`config.mk`:
```
export PLATFORM = sky130hd
export DESIGN_NAME = tick_ctrl_flat
export DESIGN_NICKNAME = d
export VERILOG_FILES = /design/src/rtl/tick_pkg.sv /design/src/rtl/tick_ctrl_if.sv /design/src/rtl/tick_prescale.sv /design/src/rtl/tick_ctrl.sv /design/src/flat_wrapper.sv
export SDC_FILE = /design/constraint.sdc
export NUM_CORES = 1
export LEC_CHECK = 0
export CAP_MARGIN = 20
export CORE_ASPECT_RATIO = 1.4
export CORE_MARGIN = 1.5
export CORE_UTILIZATION = 25
export DETAILED_ROUTE_END_ITERATION = 16
export PLACE_DENSITY = 0.55
export SLEW_MARGIN = 20
export SYNTH_ARGS = -nofsm -noshare
export SYNTH_HDL_FRONTEND = slang
export SYNTH_SLANG_ARGS = --single-unit
```
`constraint.sdc`:
```
create_clock -name clk -period 5.7 [get_ports clk]
set_input_delay 0.57 -clock clk [delete_from_list [all_inputs] [get_ports clk]]
set_output_delay 0.57 -clock clk [all_outputs]
set_load 0.005 [all_outputs]
```
`src/rtl/tick_pkg.sv`:
```
// rtl/tick_pkg.sv - shared types and constants for the tick controller
package tick_pkg;

  localparam int unsigned PW_DEF = 16;
  localparam int unsigned RW_DEF = 8;

  typedef enum logic [1:0] {
    ST_IDLE  = 2'd0,
    ST_RUN   = 2'd1,
    ST_PAUSE = 2'd2,
    ST_DONE  = 2'd3
  } state_t;

  function automatic logic st_busy(input state_t s);
    return (s != ST_IDLE);
  endfunction

endpackage

```
`src/rtl/tick_ctrl_if.sv`:
```
// rtl/tick_ctrl_if.sv - control/status bundle between a host and tick_ctrl
interface tick_ctrl_if
  import tick_pkg::*;
#(
  parameter int PW = PW_DEF,
  parameter int RW = RW_DEF
);
  logic          start;
  logic          stop;
  logic          pause;
  logic [PW-1:0] period;
  logic [RW-1:0] reps;
  logic          tick;
  logic          done;
  logic          busy;
  logic          err;
  logic [PW-1:0] cnt;

  modport master (
    output start, stop, pause, period, reps,
    input  tick, done, busy, err, cnt
  );

  modport slave (
    input  start, stop, pause, period, reps,
    output tick, done, busy, err, cnt
  );
endinterface

```
`src/rtl/tick_prescale.sv`:
```
// rtl/tick_prescale.sv - PW-bit period counter with clear, enable and terminal count
module tick_prescale #(
  parameter int PW = 16
) (
  input  logic          i_clk,
  input  logic          i_reset,
  input  logic          i_clr,
  input  logic          i_en,
  input  logic [PW-1:0] i_term,
  output logic [PW-1:0] o_cnt,
  output logic          o_tc
);

  logic [PW-1:0] r_cnt;

  // Clear has priority over enable so a wrap on the terminal count lands on 0.
  always_ff @(posedge i_clk) begin
    if (i_reset) begin
      r_cnt <= '0;
    end else if (i_clr) begin
      r_cnt <= '0;
    end else if (i_en) begin
      r_cnt <= r_cnt + PW'(1);
    end
  end

  assign o_cnt = r_cnt;
  assign o_tc  = (r_cnt == i_term);

endmodule

```
`src/rtl/tick_ctrl.sv`:
```
// rtl/tick_ctrl.sv - periodic tick generator with repeat count, pause and abort
module tick_ctrl
  import tick_pkg::*;
#(
  parameter int PW = PW_DEF,
  parameter int RW = RW_DEF
) (
  input logic        clk,
  input logic        reset,
  tick_ctrl_if.slave bus
);

  state_t        r_state;
  state_t        w_next;
  logic [PW-1:0] r_period;
  logic [RW-1:0] r_reps;
  logic [RW-1:0] r_rem;

  logic [PW-1:0] w_term;
  logic [PW-1:0] w_cnt;
  logic          w_tc;
  logic          w_accept;
  logic          w_cnt_clr;
  logic          w_cnt_en;
  logic          w_tick;
  logic          w_done;
  logic          w_err;

  // Terminal count is period-1; a zero period is never latched so the wrap is harmless.
  assign w_term = r_period - PW'(1);

  tick_prescale #(.PW(PW)) u_prescale (
    .i_clk   (clk),
    .i_reset (reset),
    .i_clr   (w_cnt_clr),
    .i_en    (w_cnt_en),
    .i_term  (w_term),
    .o_cnt   (w_cnt),
    .o_tc    (w_tc)
  );

  // State register.
  always_ff @(posedge clk) begin
    if (reset) begin
      r_state <= ST_IDLE;
    end else begin
      r_state <= w_next;
    end
  end

  // Next state and per-cycle strobes; stop beats pause, pause beats advancing.
  always_comb begin
    w_next    = r_state;
    w_accept  = 1'b0;
    w_err     = 1'b0;
    w_tick    = 1'b0;
    w_done    = 1'b0;
    w_cnt_en  = 1'b0;
    w_cnt_clr = 1'b0;
    unique case (r_state)
      ST_IDLE: begin
        if (bus.start && !bus.stop) begin
          if (bus.period != '0) begin
            w_accept  = 1'b1;
            w_cnt_clr = 1'b1;
            w_next    = ST_RUN;
          end else begin
            w_err = 1'b1;
          end
        end
      end
      ST_RUN: begin
        if (bus.stop) begin
          w_cnt_clr = 1'b1;
          w_next    = ST_IDLE;
        end else if (bus.pause) begin
          w_next = ST_PAUSE;
        end else begin
          w_cnt_en = 1'b1;
          if (w_tc) begin
            w_tick    = 1'b1;
            w_cnt_clr = 1'b1;
            if (r_reps != '0 && r_rem == RW'(1)) begin
              w_next = ST_DONE;
            end
          end
        end
      end
      ST_PAUSE: begin
        if (bus.stop) begin
          w_cnt_clr = 1'b1;
          w_next    = ST_IDLE;
        end else if (!bus.pause) begin
          w_next = ST_RUN;
        end
      end
      ST_DONE: begin
        w_next = ST_IDLE;
        if (!bus.stop) begin
          w_done = 1'b1;
        end
      end
      default: w_next = ST_IDLE;
    endcase
  end

  // Latched run parameters and the remaining-tick counter (untouched when free-running).
  always_ff @(posedge clk) begin
    if (reset) begin
      r_period <= '0;
      r_reps   <= '0;
      r_rem    <= '0;
    end else if (w_accept) begin
      r_period <= bus.period;
      r_reps   <= bus.reps;
      r_rem    <= bus.reps;
    end else if (w_tick && r_reps != '0) begin
      r_rem <= r_rem - RW'(1);
    end
  end

  assign bus.tick = w_tick & ~reset;
  assign bus.done = w_done & ~reset;
  assign bus.err  = w_err & ~reset;
  assign bus.busy = st_busy(r_state) & ~reset;
  assign bus.cnt  = w_cnt;

endmodule

```
`src/flat_wrapper.sv`:
```
// flat-port wrapper written by rule: the top's interface ports become plain ports
module tick_ctrl_flat import tick_pkg::*;
#(
  parameter int PW = PW_DEF,
  parameter int RW = RW_DEF
)
  (clk, reset, bus_start, bus_stop, bus_pause, bus_period, bus_reps, bus_tick, bus_done, bus_busy, bus_err, bus_cnt);
  tick_ctrl_if #(.PW(PW), .RW(RW)) bus_i ();
  input logic clk;
  input logic reset;
  input wire logic [$bits(bus_i.start)-1:0] bus_start;
  input wire logic [$bits(bus_i.stop)-1:0] bus_stop;
  input wire logic [$bits(bus_i.pause)-1:0] bus_pause;
  input wire logic [$bits(bus_i.period)-1:0] bus_period;
  input wire logic [$bits(bus_i.reps)-1:0] bus_reps;
  output wire logic [$bits(bus_i.tick)-1:0] bus_tick;
  output wire logic [$bits(bus_i.done)-1:0] bus_done;
  output wire logic [$bits(bus_i.busy)-1:0] bus_busy;
  output wire logic [$bits(bus_i.err)-1:0] bus_err;
  output wire logic [$bits(bus_i.cnt)-1:0] bus_cnt;
  assign bus_i.start = bus_start;
  assign bus_i.stop = bus_stop;
  assign bus_i.pause = bus_pause;
  assign bus_i.period = bus_period;
  assign bus_i.reps = bus_reps;
  assign bus_tick = bus_i.tick;
  assign bus_done = bus_i.done;
  assign bus_busy = bus_i.busy;
  assign bus_err = bus_i.err;
  assign bus_cnt = bus_i.cnt;
  tick_ctrl #(.PW(PW), .RW(RW)) u_core (.clk(clk), .reset(reset), .bus(bus_i));
endmodule
```
-- Word level (Yosys, flattened, before mapping)
Index checks and enable logic that the tools add are counted.
Widths: inputs -> output; s select.
- add/subtract/negate cells: 3
- $mul: 0
- divide/modulo/power cells: 0
- magnitude comparators: 0
- equal/unequal tests: 10
- shift operators: 0
- multiplexer cells: 29
- bitwise gates (word level): 5
- reduce and logical (&&, ||, !) cells: 11
- operator list (operator ; number):
    $mux 1 ; 17
    $add 16x1->16 const B ; 1
    $eq 16x16->1 ; 1
    $mux 2 ; 8
    $mux 8 ; 2
    $reduce_bool 16->1 ; 1
    $sub 16x1->16 const B ; 1
    $eq 8x1->1 const B ; 1
    $pmux 2 s4 ; 1
    $reduce_bool 8->1 ; 1
    $sub 8x1->8 const B ; 1
    $reduce_and 5->1 ; 1
    $and 1x1->1 ; 4
    $eq 2x2->1 const B ; 2
    $ne 2x1->1 const B ; 2
    $ne 4x3->1 const B ; 1
    $ne 4x4->1 const B ; 1
    $reduce_bool 2->1 ; 2
    $logic_and 1x1->1 ; 3
    $ne 3x3->1 const B ; 1
    $pmux 1 s3 ; 1
    $eq 2x1->1 const B ; 1
    $logic_not 2->1 ; 1
    $reduce_or 2->1 ; 1
    other kinds (2) ; 2
- register bits after elaboration: 50
- bits in latches: 0
- bits in writable memories: 0
- bits in read-only memories: 0
- input port bits: 29
- output and inout bits: 20
- word-level logic and storage cells: 63
- memories kept: 0

-- Logic depth before layout (Yosys ltp)
- depth after elaboration: 9
- gate-level depth with buffers: 11
- depth with buffers taken out: 9

-- Modules after synthesis
A second synthesis with hierarchy kept.
- cells, all modules: 346
- area, all modules: 2867.8 um^2
- by module, submodules not included (module ; times used ; cells an instance ; area an instance (um^2) ; seq. area each (um^2)):
    tick_ctrl ; 1 ; 239 ; 1934.4 ; 680.7
    tick_prescale ; 1 ; 107 ; 933.4 ; 320.3

-- Worst setup path after synthesis
Ideal clock, no wire load.
- path type: register -> output
- start: reg u_core.r_period[0]
- end: out bus_tick
- arrival time: 2403 ps
- required time: 5130 ps
- setup slack: 2727 ps
- cell stages (with the launch flop): 10
- path through: dfxtp_1 > inv_1 > ha_1 > or4b_1 > nor4_1 > o211ai_1 > nand3_1 > or4b_1 > buf_2 > nor4_1
- longest elaborated chain between the ends: 7
- RTL lines (item ; RTL line ; RTL):
    from (decl) ; tick_ctrl.sv:15 ; logic [PW-1:0] r_period;
    from (signal assigned) ; tick_ctrl.sv:114 ; r_period <= bus.period;
    $sub 16x1->16 ; tick_ctrl.sv:30 ; assign w_term = r_period - PW'(1);
    $eq 16x16->1 ; tick_prescale.sv:28 ; assign o_tc = (r_cnt == i_term);
    $mux 1 ; tick_ctrl.sv:80 ; if (w_tc) begin
    $mux 1 ; tick_ctrl.sv:76 ; end else if (bus.pause) begin
    $mux 1 ; tick_ctrl.sv:73 ; if (bus.stop) begin
    $mux 1 ; tick_ctrl.sv:60 ; unique case (r_state)
    $and 1x1->1 ; tick_ctrl.sv:122 ; assign bus.tick = w_tick & ~reset;
    to (decl) ; flat_wrapper.sv:16 ; output wire logic [$bits(bus_i.tick)-1:0] bus_tick;
No other way between the ends.

-- Final worst setup path
Same ends and word-level chain as after synthesis.

==> impl_metrics.yaml <==
yosys:
  async_flop_share: 0
  synth-xor-area-share: 0.118
  ys_ff_latch: 50
  synth_top_family_by_area: "simple AND/OR/NAND/NOR gates"
  synthesis.area_um2: 2840
  synth_compound_area_frac: 0.133
  synth-simple-area-share: 0.323
  synth-main-ff-cell: "dfxtp_1"
  ys_types: 54
  synth-edff-count: 0
  synth_fp_nets: 394
  ys_seq_area_frac: 0.352
  yosysWarnings: 0
  yosys.area_share.adder: 0.0176
  synth.mux.area_fraction: 0.0251
  postSynthCellCount: 361
  syn_area_per_cell_um2: 7.87
cts:
  cts_resized: 0
  htreeDepth: 2
  clock_latency_ns: 0.30
  clk_pin_slew_ns: 0.08
  cts_buffers: 5
  cts_tree: "yes"
  clkSinkCount: 50
  root_buffer: "clkbuf_16"
  clock_path_buffers: 2
  holdBufCountCts: 0
  post-cts-setup-buffers: 0
placed_design:
  dpl_worst_slack_ns: 1.94
  dp_hpwl_mm: 5.47
  port_buffers: 48
  place_area_um2: 3440
  place_congestion: 0.831
power_and_ir_drop:
  p_leak_uw: 0.00128
  vdd_ir_drop_max_uv: 145
  p_per_area_nw_per_um2: 232
  power.total_uw: 834
sta:
  slew_headroom: 0.387
  setup_viol: 0
  fmax_ghz: 0.245
  hold_violations: 0
  rsz0062_at_grt: "no"
  fin_crit_sh: 0.717
  hold_ws_ns: 0.457
  post-route-min-period_ns: 4.09
  clock_skew_ns: 0.0137
  setup_ws_ns: 1.61
  drv_slew: 0
  fin_setup_tns_ns: 0
  tightest_slew_ns: 0.919
critical_path:
  path_cells: "inv_1 -> ha_1 -> nor4b_1 -> nand2_1 -> o311ai_0 -> nor2_1 -> or4b_1 -> nor4_1 -> clkdlybuf4s50_1"
  crit_slowest_cell: "or4b_1"
  reg2reg_to: "u_core.u_prescale.o_cnt[2]$_SDFFE_PP0P_"
  max_stage_delay_ns: 0.71
  cp-startpoint: "u_core.r_period[0]$_SDFFE_PP0P_"
  worst_setup_path_end_kind: "output port"
  cp.arrival_ns: 3.52
  path_class: "reg -> out"
  cp_max_fo: 9
  ff2ff_path_depth: 9
  r2r_slack_ns: 2.40
  endpoint: "bus_tick"
  startpoint_type: "flop"
  required_ns: 5.13
  rr_startpoint: "u_core.r_period[0]$_SDFFE_PP0P_"
finish:
  postLayoutCellArea_um2: 3590
  area_delta_synth_final_pct: 26.5
  drive_gt1_frac: 0.0496
  antennaDiodeCount: 0
  final_nets: 435
global_route:
  grt.overflow.total: 0
  grt_pass1_vias: 2489
  grt_usage: 0.124
  grt_max_degree: 43
  antenna_found_initial: 0
  grt_pass1_wl_mm: 12.1
detailed_routing:
  drtIter0Drc: 95
  wl_mm: 7.20
  drc: 0
  dr.pass1.iters: 4
  antenna_left: 0
  viasPerCell: 4.81
  wl_per_cell_um: 13.2
  vias: 2617
min_path:
  hold-path-cell-count: 2
  hp-class: "reg -> reg"
status:
  outcome: "complete, no violations"
floorplanning:
  rows: 45
  core_um2: 11000
  io_pins: 49
  die_h_um: 129
  dieArea_um2: 12000
  start_util: 0.259
  die_width_um: 93.1
job:
  maxCapViolCount: 0
-- worst min path at each step --
stage,start,slack (ns),end
floorplan,u_core.r_reps[3]$_SDFFE_PP0P_,0.44,u_core.r_reps[3]$_SDFFE_PP0P_
global placement,u_core.r_reps[2]$_SDFFE_PP0P_,0.45,u_core.r_reps[2]$_SDFFE_PP0P_
detailed placement,u_core.r_reps[2]$_SDFFE_PP0P_,0.45,u_core.r_reps[2]$_SDFFE_PP0P_
CTS,u_core.r_reps[2]$_SDFFE_PP0P_,0.46,u_core.r_reps[2]$_SDFFE_PP0P_
global route,u_core.r_reps[2]$_SDFFE_PP0P_,0.48,u_core.r_reps[2]$_SDFFE_PP0P_
finish,u_core.r_reps[2]$_SDFFE_PP0P_,0.46,u_core.r_reps[2]$_SDFFE_PP0P_
-- cells in the mapped netlist (6+ instances only) --
cell type   n  area, um2
xor2_1     18        158
a21oi_1    27        135
xnor2_1    15        131
nor3_1      8       40.0
dfxtp_1    50       1000
clkbuf_1   10       37.5
nand2_1    73        274
mux2i_1     6       60.1
nor2_1     36        135
nor4_1     10       62.6
o21ai_0     6       30.0
nand3_1    11       55.1
nand2b_1    9       56.3
-- where the power goes --
group	switching [uW]	internal [uW]
logic	74.1	74.3
clock network	141	167
registers	15.4	362
-- kinds of logic after synthesis --
logic type,count (synthesis)
flops,50
fa+ha+maj,4
mux,7
xor+xnor,35
buf+inv,21
compound gates,59
simple gates,185
-- metrics by stage --
stage,std cells,util
final,544,0.327
after detailed placement,536,0.314
after floorplan,361,-
after global placement,536,0.314
after CTS,544,0.327
after global routing,544,0.327
-- cells in the final DEF, fill, tap and decap left out, types with 3 or more instances in the layout --
master,netlist,routed
a21o_1,4,4
a21oi_1,27,27
and3_1,5,5
and3b_1,4,4
clkbuf_16,0,5
clkdlybuf4s50_1,0,48
dfxtp_1,50,50
ha_1,4,4
inv_1,5,5
mux2i_1,6,6
nand2_1,73,73
nand2b_1,9,9
nand3_1,11,11
nand4_1,5,5
nor2_1,36,36
nor3_1,8,8
nor4_1,10,10
o211ai_1,3,3
o21ai_0,6,6
o221ai_1,3,3
or2_2,4,4
or3_1,4,4
xnor2_1,15,15
xor2_1,18,18
-- per-layer routing --
layer  share of wire  track usage
met2            0.48        0.215
met1            0.47        0.156
met5               0            0
met3           0.031       0.0170
met4           0.020       0.0437
-- critical path, delay by kind of cell, from the launching register on --
kind                     cells  cell delay, ns
AO/OA/AOI/OAI                1            0.34
flip-flops                   1            0.35
adder cells (fa/ha/maj)      1            0.23
AND/OR/NAND/NOR              5            1.68
buffers and inverters        2            0.64
-- state kept, by name, summed over array words and instances (netlist names) --
| name | count |
|---|---|
| u_core.r_state | 2 |
| u_core.r_rem | 8 |
| u_core.r_reps | 8 |
| u_core.u_prescale.o_cnt | 16 |
| u_core.r_period | 16 |
-- cell type report --
class | count | area, um2
clock inverter | 3 | 26.3
inverter | 5 | 18.8
clock buffer | 5 | 125
sequential | 50 | 1000
multi-input combinational | 290 | 1750
timing repair buffer | 50 | 495
fill | 1154 | 7380
tap | 141 | 176
Note: power is estimated with default switching activity, not from simulation.
